**src/rtl/mem1_stage_pkg.sv**
```systemverilog
// mem1_stage_pkg: shared types for the first memory stage and its neighbours
// Contents:
//   byte_type_e          access size encoding shared with Execute and Mem2
//   mem1_fsm_e           D-cache request sequencer states
//   ECODE_ALE            address-misalignment exception code
//   execute_mem1_pass_t  Execute -> Mem1 pipeline payload
//   excp_pass_t          in-flight exception record
//   forward_req_t        forwarding source published back to Execute
//   mem1_mem2_pass_t     Mem1 -> Mem2 payload (Execute payload + req_sent)
package mem1_stage_pkg;

    typedef enum logic [1:0] {
        BYTE = 2'd0,
        HALF = 2'd1,
        WORD = 2'd2
    } byte_type_e;

    typedef enum logic [1:0] {
        IDLE,
        WAIT,
        SENT
    } mem1_fsm_e;

    localparam logic [5:0] ECODE_ALE = 6'h09;

    typedef struct packed {
        logic [31:0] pc_plus4;
        logic [31:0] ex_out;
        logic [31:0] rkd;
        logic [4:0]  rd;
        logic        is_wr_rd;
        logic        is_wr_rd_pc_plus4;
        logic        is_mem;
        logic        is_store;
        byte_type_e  byte_type;
        logic        is_flush;
    } execute_mem1_pass_t;

    typedef struct packed {
        logic        valid;
        logic [5:0]  ecode;
        logic [31:0] badv;
    } excp_pass_t;

    typedef struct packed {
        logic        valid;
        logic [4:0]  idx;
        logic [31:0] data;
    } forward_req_t;

    // is_flush inside ex carries the Mem1 kill decision downstream
    typedef struct packed {
        execute_mem1_pass_t ex;
        logic               req_sent;
    } mem1_mem2_pass_t;

endpackage

```
**src/rtl/mem_lane_align.sv**
```systemverilog
// mem_lane_align: byte-lane placement and alignment check for a memory access
// Ports:
//   byte_type   in   access size (BYTE/HALF/WORD)
//   addr_lo     in   address bits [1:0]
//   rkd         in   store data, right-justified
//   wstrb       out  byte enables (also used as the load read mask)
//   wdata       out  store data replicated onto every candidate lane
//   misaligned  out  half not on 2-byte or word not on 4-byte boundary
module mem_lane_align
    import mem1_stage_pkg::*;
(
    input  byte_type_e  byte_type,
    input  logic [1:0]  addr_lo,
    input  logic [31:0] rkd,
    output logic [3:0]  wstrb,
    output logic [31:0] wdata,
    output logic        misaligned
);

    // Replicating the data means the cache only has to honour wstrb
    always_comb begin
        wstrb      = byte_type == WORD ? 4'b1111 : (byte_type == HALF ? 4'b0011 : 4'b0001) << addr_lo;
        wdata      = byte_type == WORD ? rkd : byte_type == HALF ? {2{rkd[15:0]}} : {4{rkd[7:0]}};
        misaligned = byte_type == WORD ? |addr_lo : byte_type == HALF ? addr_lo[0] : 1'b0;
    end

endmodule

```
**src/rtl/mem1_stage.sv**
```systemverilog
// mem1_stage: first memory stage, issues D-cache requests and checks alignment
// Ports:
//   clk, rst_n       clock, asynchronous active-low reset
//   is_stall         hold the pipeline register
//   is_flush         kill the instruction currently in this stage
//   pass_in          Execute payload
//   excp_pass_in     exception record from Execute
//   mem1_req         forwarding source back to Execute
//   mem1_stall       request presented but not yet accepted
//   dc_req_valid/dc_req_ready  D-cache request handshake
//   dc_addr, dc_is_store, dc_wstrb, dc_wdata  D-cache request payload
//   pass_out         payload to Mem2 (kill folded into is_flush, plus req_sent)
//   excp_pass_out    exception record to Mem2, including ALE
module mem1_stage
    import mem1_stage_pkg::*;
#(
    parameter bit ALIGN_CHECK = 1'b1,
    parameter int ADDR_W      = 32
) (
    input  logic               clk,
    input  logic               rst_n,
    input  logic               is_stall,
    input  logic               is_flush,
    input  execute_mem1_pass_t pass_in,
    input  excp_pass_t         excp_pass_in,
    output forward_req_t       mem1_req,
    output logic               mem1_stall,
    output logic               dc_req_valid,
    input  logic               dc_req_ready,
    output logic [ADDR_W-1:0]  dc_addr,
    output logic               dc_is_store,
    output logic [3:0]         dc_wstrb,
    output logic [31:0]        dc_wdata,
    output mem1_mem2_pass_t    pass_out,
    output excp_pass_t         excp_pass_out
);

    execute_mem1_pass_t pass_in_r;
    excp_pass_t         excp_pass_in_r;
    mem1_fsm_e          state, state_nxt;
    logic               lane_mis, ale, kill, handshake;

    // Reset leaves a bubble in the register so nothing issues out of reset
    always_ff @(posedge clk or negedge rst_n) begin
        if (!rst_n) begin
            pass_in_r          <= '0;
            pass_in_r.is_flush <= 1'b1;
            excp_pass_in_r     <= '0;
            state              <= IDLE;
        end else begin
            if (!is_stall) begin
                pass_in_r      <= pass_in;
                excp_pass_in_r <= excp_pass_in;
            end
            state <= is_stall ? state_nxt : IDLE;
        end
    end

    mem_lane_align u_align (
        .byte_type (pass_in_r.byte_type),
        .addr_lo   (pass_in_r.ex_out[1:0]),
        .rkd       (pass_in_r.rkd),
        .wstrb     (dc_wstrb),
        .wdata     (dc_wdata),
        .misaligned(lane_mis)
    );

    assign ale         = ALIGN_CHECK & pass_in_r.is_mem & ~pass_in_r.is_flush & lane_mis;
    assign kill        = is_flush | pass_in_r.is_flush | excp_pass_in_r.valid | ale;
    assign dc_addr     = pass_in_r.ex_out[ADDR_W-1:0];
    assign dc_is_store = pass_in_r.is_store;
    assign handshake   = dc_req_valid & dc_req_ready;
    assign mem1_stall  = dc_req_valid & ~dc_req_ready;

    // Once in WAIT the request is committed: valid stays up until accepted,
    // and a flush only retires it on the following edge.
    always_comb begin
        dc_req_valid = state == WAIT | (state == IDLE & pass_in_r.is_mem & ~kill);
        state_nxt    = state == IDLE ? (dc_req_valid ? (dc_req_ready ? SENT : WAIT) : IDLE) :
                       state == WAIT ? (dc_req_ready ? SENT : kill ? IDLE : WAIT) : SENT;
    end

    always_comb begin
        mem1_req.valid = pass_in_r.is_wr_rd & ~pass_in_r.is_mem & ~kill & |pass_in_r.rd;
        mem1_req.idx   = pass_in_r.rd;
        mem1_req.data  = pass_in_r.is_wr_rd_pc_plus4 ? pass_in_r.pc_plus4 : pass_in_r.ex_out;
        excp_pass_out  = excp_pass_in_r;
        if (ale && !excp_pass_in_r.valid) begin
            excp_pass_out.valid = 1'b1;
            excp_pass_out.ecode = ECODE_ALE;
            excp_pass_out.badv  = pass_in_r.ex_out;
        end
        pass_out.ex          = pass_in_r;
        pass_out.ex.is_flush = kill;
        pass_out.req_sent    = state == SENT | handshake;
    end

endmodule

```
**config.mk**
```make
export PLATFORM = sky130hd
export DESIGN_NAME = mem1_stage
export DESIGN_NICKNAME = d
export VERILOG_FILES = /design/src/rtl/mem1_stage_pkg.sv /design/src/rtl/mem_lane_align.sv /design/src/rtl/mem1_stage.sv
export SDC_FILE = /design/constraint.sdc
export NUM_CORES = 1
export LEC_CHECK = 0
export ABC_CLOCK_PERIOD_IN_PS = 2600
export BUFFER_PORTS_ARGS = -buffer_cell sky130_fd_sc_hd__buf_2
export CORE_AREA = 2 2 159 161
export DETAILED_ROUTE_END_ITERATION = 8
export DIE_AREA = 0 0 161 163
export MAX_ROUTING_LAYER = met4
export PLACE_DENSITY = 0.69
export SYNTH_ARGS = -nofsm -noshare
export SYNTH_HDL_FRONTEND = slang
export SYNTH_SLANG_ARGS = --single-unit
```
**constraint.sdc**
```tcl
create_clock -name clk -period 2.6 [get_ports clk]
set_input_delay 0.13 -clock clk [delete_from_list [all_inputs] [get_ports clk]]
set_output_delay 0.13 -clock clk [all_outputs]
set_load 0.02 [all_outputs]
```
======== After elaboration in Yosys (flattened, before gate mapping) ========
Cells that the tools add are included.
cells by class
  eq/ne operators ......................... 4
  shift operators ......................... 1
  muxes and demuxes ....................... 15
  bitwise gates (word level) .............. 18
  reductions and logical operators ........ 5
operators by type and width
  cell                  count
  $mux W32              3
  $mux W39              1
  $mux W2               7
  $and A1 B1 Y1         9
  $or A1 B1 Y1          5
  $reduce_or A5 Y1      1
  $eq A2 B1 Y1 const B  2
  $eq A2 B2 Y1 const B  2
  $mux W4               1
  $not A1 Y1            4
  $shl A4 B2 Y4         1
  $mux W1               3
  $logic_not A2 Y1      1
  $reduce_or A2 Y1      1
  $logic_and A1 B1 Y1   1
  $logic_not A1 Y1      1
storage, ports and cells
  bits in registers ....................... 149
  input port bits ......................... 152
  output and inout port bits .............. 257

======== Logic depth before layout (Yosys ltp) ========
  depth in word-level cells ............... 11
  depth in mapped cells ................... 5
  gate-level depth less buffers ........... 4

======== Cells and area by module ========
From an unflattened synthesis, not the netlist that was laid out.
second synthesis, totals
  cell total of the unflattened synthesis .. 654
  area total of the unflattened synthesis .. 8291.7 sq um
by module, submodules not included
  module          times used  cells each  area each (sq um)  seq. area each (sq um)
  mem1_stage      1           561         7619.8             3729.8
  mem_lane_align  1           93          671.9              0.0

======== Least setup slack after synthesis ========
Ideal clock, no wire load.
  kind .................................... register -> output
  start point ............................. register pass_in_r (netlist bit pass_out[5])
  end point ............................... output port pass_out[0] (netlist name)
  arrival ................................. 1990 ps
  slack ................................... 480 ps
  cell stages (with the launch flop) ...... 5
  buffers on the path ..................... 0
  path through ............................ dfrtp_1 or3b_2 a2111oi_0 nor3_1 a211oi_1
RTL lines
  element                 RTL line          text
  start, declared         mem1_stage.sv:38  execute_mem1_pass_t pass_in_r;
  start signal, assigned  mem1_stage.sv:52  pass_in_r <= pass_in;
  end, declared           mem1_stage.sv:34  output mem1_mem2_pass_t pass_out,

==> impl_results.md <==
- Outcome: complete, no violations
- Worst Skew: 0.00957 ns
- Syn_nets: 782
- Cells along the critical path: or3b_2 > a21oi_4 > buf_6 > mux2_2 > buf_2
- Switching part of the total power: 34.4%
- Die W: 161 um
- Most frequent cells in the layout: 406 x buf_2, 225 x mux2_2, 147 x dfrtp_1, 147 x dlygate4sd3_1, 26 x nor2_1
- Hold Crit Class: in -> reg
- R2R Path End: state[1]
- Vias/cell: 4.49
- Compound-cell area share of the yosys netlist: 1.89%
- Crit path buf inv count: 2
- Max-cap violation count: 0
- Max-slew violations: 0
- Grt ovf: 0
- Crit path launch type: register
- Critical-path top delay cell: or3b_2
- Asr flop ratio synth: 100%
- Average cell area after synthesis: 12.6 um^2
- Netlist cell types: 33
- FF+latch count, synth: 149
- Area grow syn2layout: 42.3%
- Starting Density: 32.2%
- Total CTS buffers: 17
- Static Leakage: 5.35 nW
- Internal power: 4.79 mW
- Drt drc: 0
- Fmax: 0.407 GHz
- Post-Synth Adder-Cell Area: 0%
- Main area contributors after synthesis: dfrtp_1 47%, mux2_2 32%, buf_4 14%
- Wire length per cell: 17.3 um
- RSZ-0062 raised after global routing: no
- Mapped Cells: 630
- Hold path start: dc_req_ready
- Kind of critical path: reg -> out
- Crit path max fanout: 22
- Final WL: 23800 um
- H-tree depth: 4
- XOR/XNOR Fraction of Synth Area: 0.204%
- Cell Count, Final, Fillers Out: 1379
- Initial DRT Pass Iterations: 7
- Worst-Margin Slew: 0.899 ns
- Mapped cell area: 7960 um^2
- Synth Area in Simple Gates: 2.71%
- Multiplexer share of the synthesized area: 32.0%
- Slew HR: 40.1%
- Cell row count: 58
- Post-synth top area share: 46.6%
- Die H: 163 um
- Seq pwr share: 38.2%
- CTS tree: done
- Fin crit period: 2.46 ns
- Largest net degree at the start of global routing: 76
- Crit end category: primary output
- Gate power share: 29.9%
- RePlAce Congestion: 0.837
- First-pass GRT wire length: 35600 um
- Port Buf Inserts: 408
- # clock sinks: 149
- R2R cell count: 5
- Post-synth top area cell: dfrtp_1
- Core area: 24700 um^2
- CTS max path bufs: 2
- CTS clock-pin slew for the worst setup and hold paths: 0.07 ns
- Crit path DAT: 2.33 ns
- Synth warn: 0
- Layout Nets: 1187
- Initial antenna violation count: 1
- Most common cell after layout, fill and taps aside: buf_2
- Placed insts: 1199
- Final setup vio count: 0
- Setup repair bufs after CTS: 0
- Hold endpoint: state[0]
- Worst r2r src: pass_out[5]
- Req. time, crit path: 2.47 ns
- EDFF count, synth: 0
- Initial drt markers: 342
- Seq/Total Area, Yosys: 46.9%
- Prevailing post-synth register cell: dfrtp_1
- Max IR drop VDD: 0.000417 V
- Final Hold Vio Count: 0
- Final TNS setup: 0 ns
- Hold Path Depth: 4
- Vias in the first global route: 6355
- Reg2Reg Setup Slack: 0.86 ns
- Via count: 6187
- I/O Pins: 409
- Cell family with most CP delay: simple AND/OR/NAND/NOR gates
- Final Core Density: 45.9%
- Detailed Place HPWL: 16600 um
- GR Util All Layers: 18.0%
- NetSw: 2.51 mW
- PD cells: 645 nW/um^2
- Root Driver: clkbuf_16
- Crit-path max cell delay: 0.53 ns
- Crit share post-route: 94.5%
- Clock share of power: 31.8%
- ANT nets after route: 0
- Clk_lat worst skew: 0.41 ns
- Share of layout cells above drive strength 1: 65.6%
- Largest family of logic cells by synthesized area: multiplexers
- Die Area: 26200 um^2
[through the flow]
step / setup WS, ns / instance area, um^2 / power (mW) / hold WS [ns]
floorplan: 0.480 / 7960 / 4.34 / -0.166
global placement: 0.558 / 9290 / 4.79 / 0.0591
detailed placement: 0.501 / 9290 / 4.82 / 0.0610
CTS: 0.0307 / 11300 / 7.37 / 0.0188
global route: 0.0598 / 11300 / 7.64 / 0.0218
finish: 0.144 / 11300 / 7.30 / 0.0439
[synth_stat cells (all sizes together), types with 2 or more instances]
master / instances
nor3: 4
clkbuf: 22
nor2: 26
dfrtp: 148
nor2b: 2
or2: 2
nand3b: 2
o22ai: 8
nand2: 3
buf: 160
a21oi: 2
inv: 5
o21ai: 6
mux2: 226
[worst min-delay path, cell delays in order]
cell	delay [ns]
buf_2	0.09
nor2_1	0.06
nand3_1	0.09
nor2_1	0.05
[routing by layer]
metal | track usage, % | vias up | routed length, um
met5 | - | - | 0
met4 | 7.10 | 0 | 631
met3 | 3.97 | 32 | 1370
met2 | 31.4 | 297 | 12200
met1 | 20.0 | 3036 | 9560
li1 | - | 2822 | -
[repair_timing]
action	in CTS	in global routing
setup endpoints to repair	0	23
endpoints found under the hold margin	184	0
hold buffers	147	0
resized for setup	0	4
[power by group through the flow]
stage	logic, mW	registers, mW	clock network, mW
after floorplan	1.60	2.73	0
after global placement	1.98	2.82	0
after detailed placement	1.99	2.83	0
after CTS	2.18	2.78	2.41
after global routing	2.32	2.82	2.51
final	2.18	2.79	2.32
[cells by family after synthesis]
family / after synthesis
multiplexers: 226
buffers and inverters: 187
flip-flops: 149
AND/OR/NAND/NOR: 45
AO/OA/AOI/OAI: 22
XOR/XNOR: 1
[flip-flops by register name (all words and copies together), names as in the netlist]
| signal | flops |
|---|---|
| state | 2 |
| excp_pass_in_r | 39 |
| mem1_req | 5 |
| pass_in_r | 1 |
| dc_is_store | 1 |
| dc_addr | 32 |
| pass_out | 69 |
[how the worst max path moves through the flow]
| stage | from | endpoint | depth (start not counted) |
|---|---|---|---|
| global route | pass_out[5] | pass_out[0] | 6 |
| finish | pass_out[5] | excp_pass_out[19] | 5 |
| floorplan | pass_out[5] | pass_out[0] | 4 |
| global placement | pass_out[5] | excp_pass_out[23] | 5 |
| detailed placement | pass_out[5] | excp_pass_out[19] | 5 |
| CTS | pass_out[5] | excp_pass_out[19] | 5 |
[area by class of cell]
class	instances	area, um^2
diodes	1	2.50
clock buffers	20	447
clock inverters	12	97.6
fillers	2234	13400
inverters	5	18.8
multi-input cells	294	2930
flip-flops and latches	149	3730
well taps	330	413
repair buffers	568	3680
(Power assumes the default switching activity.)
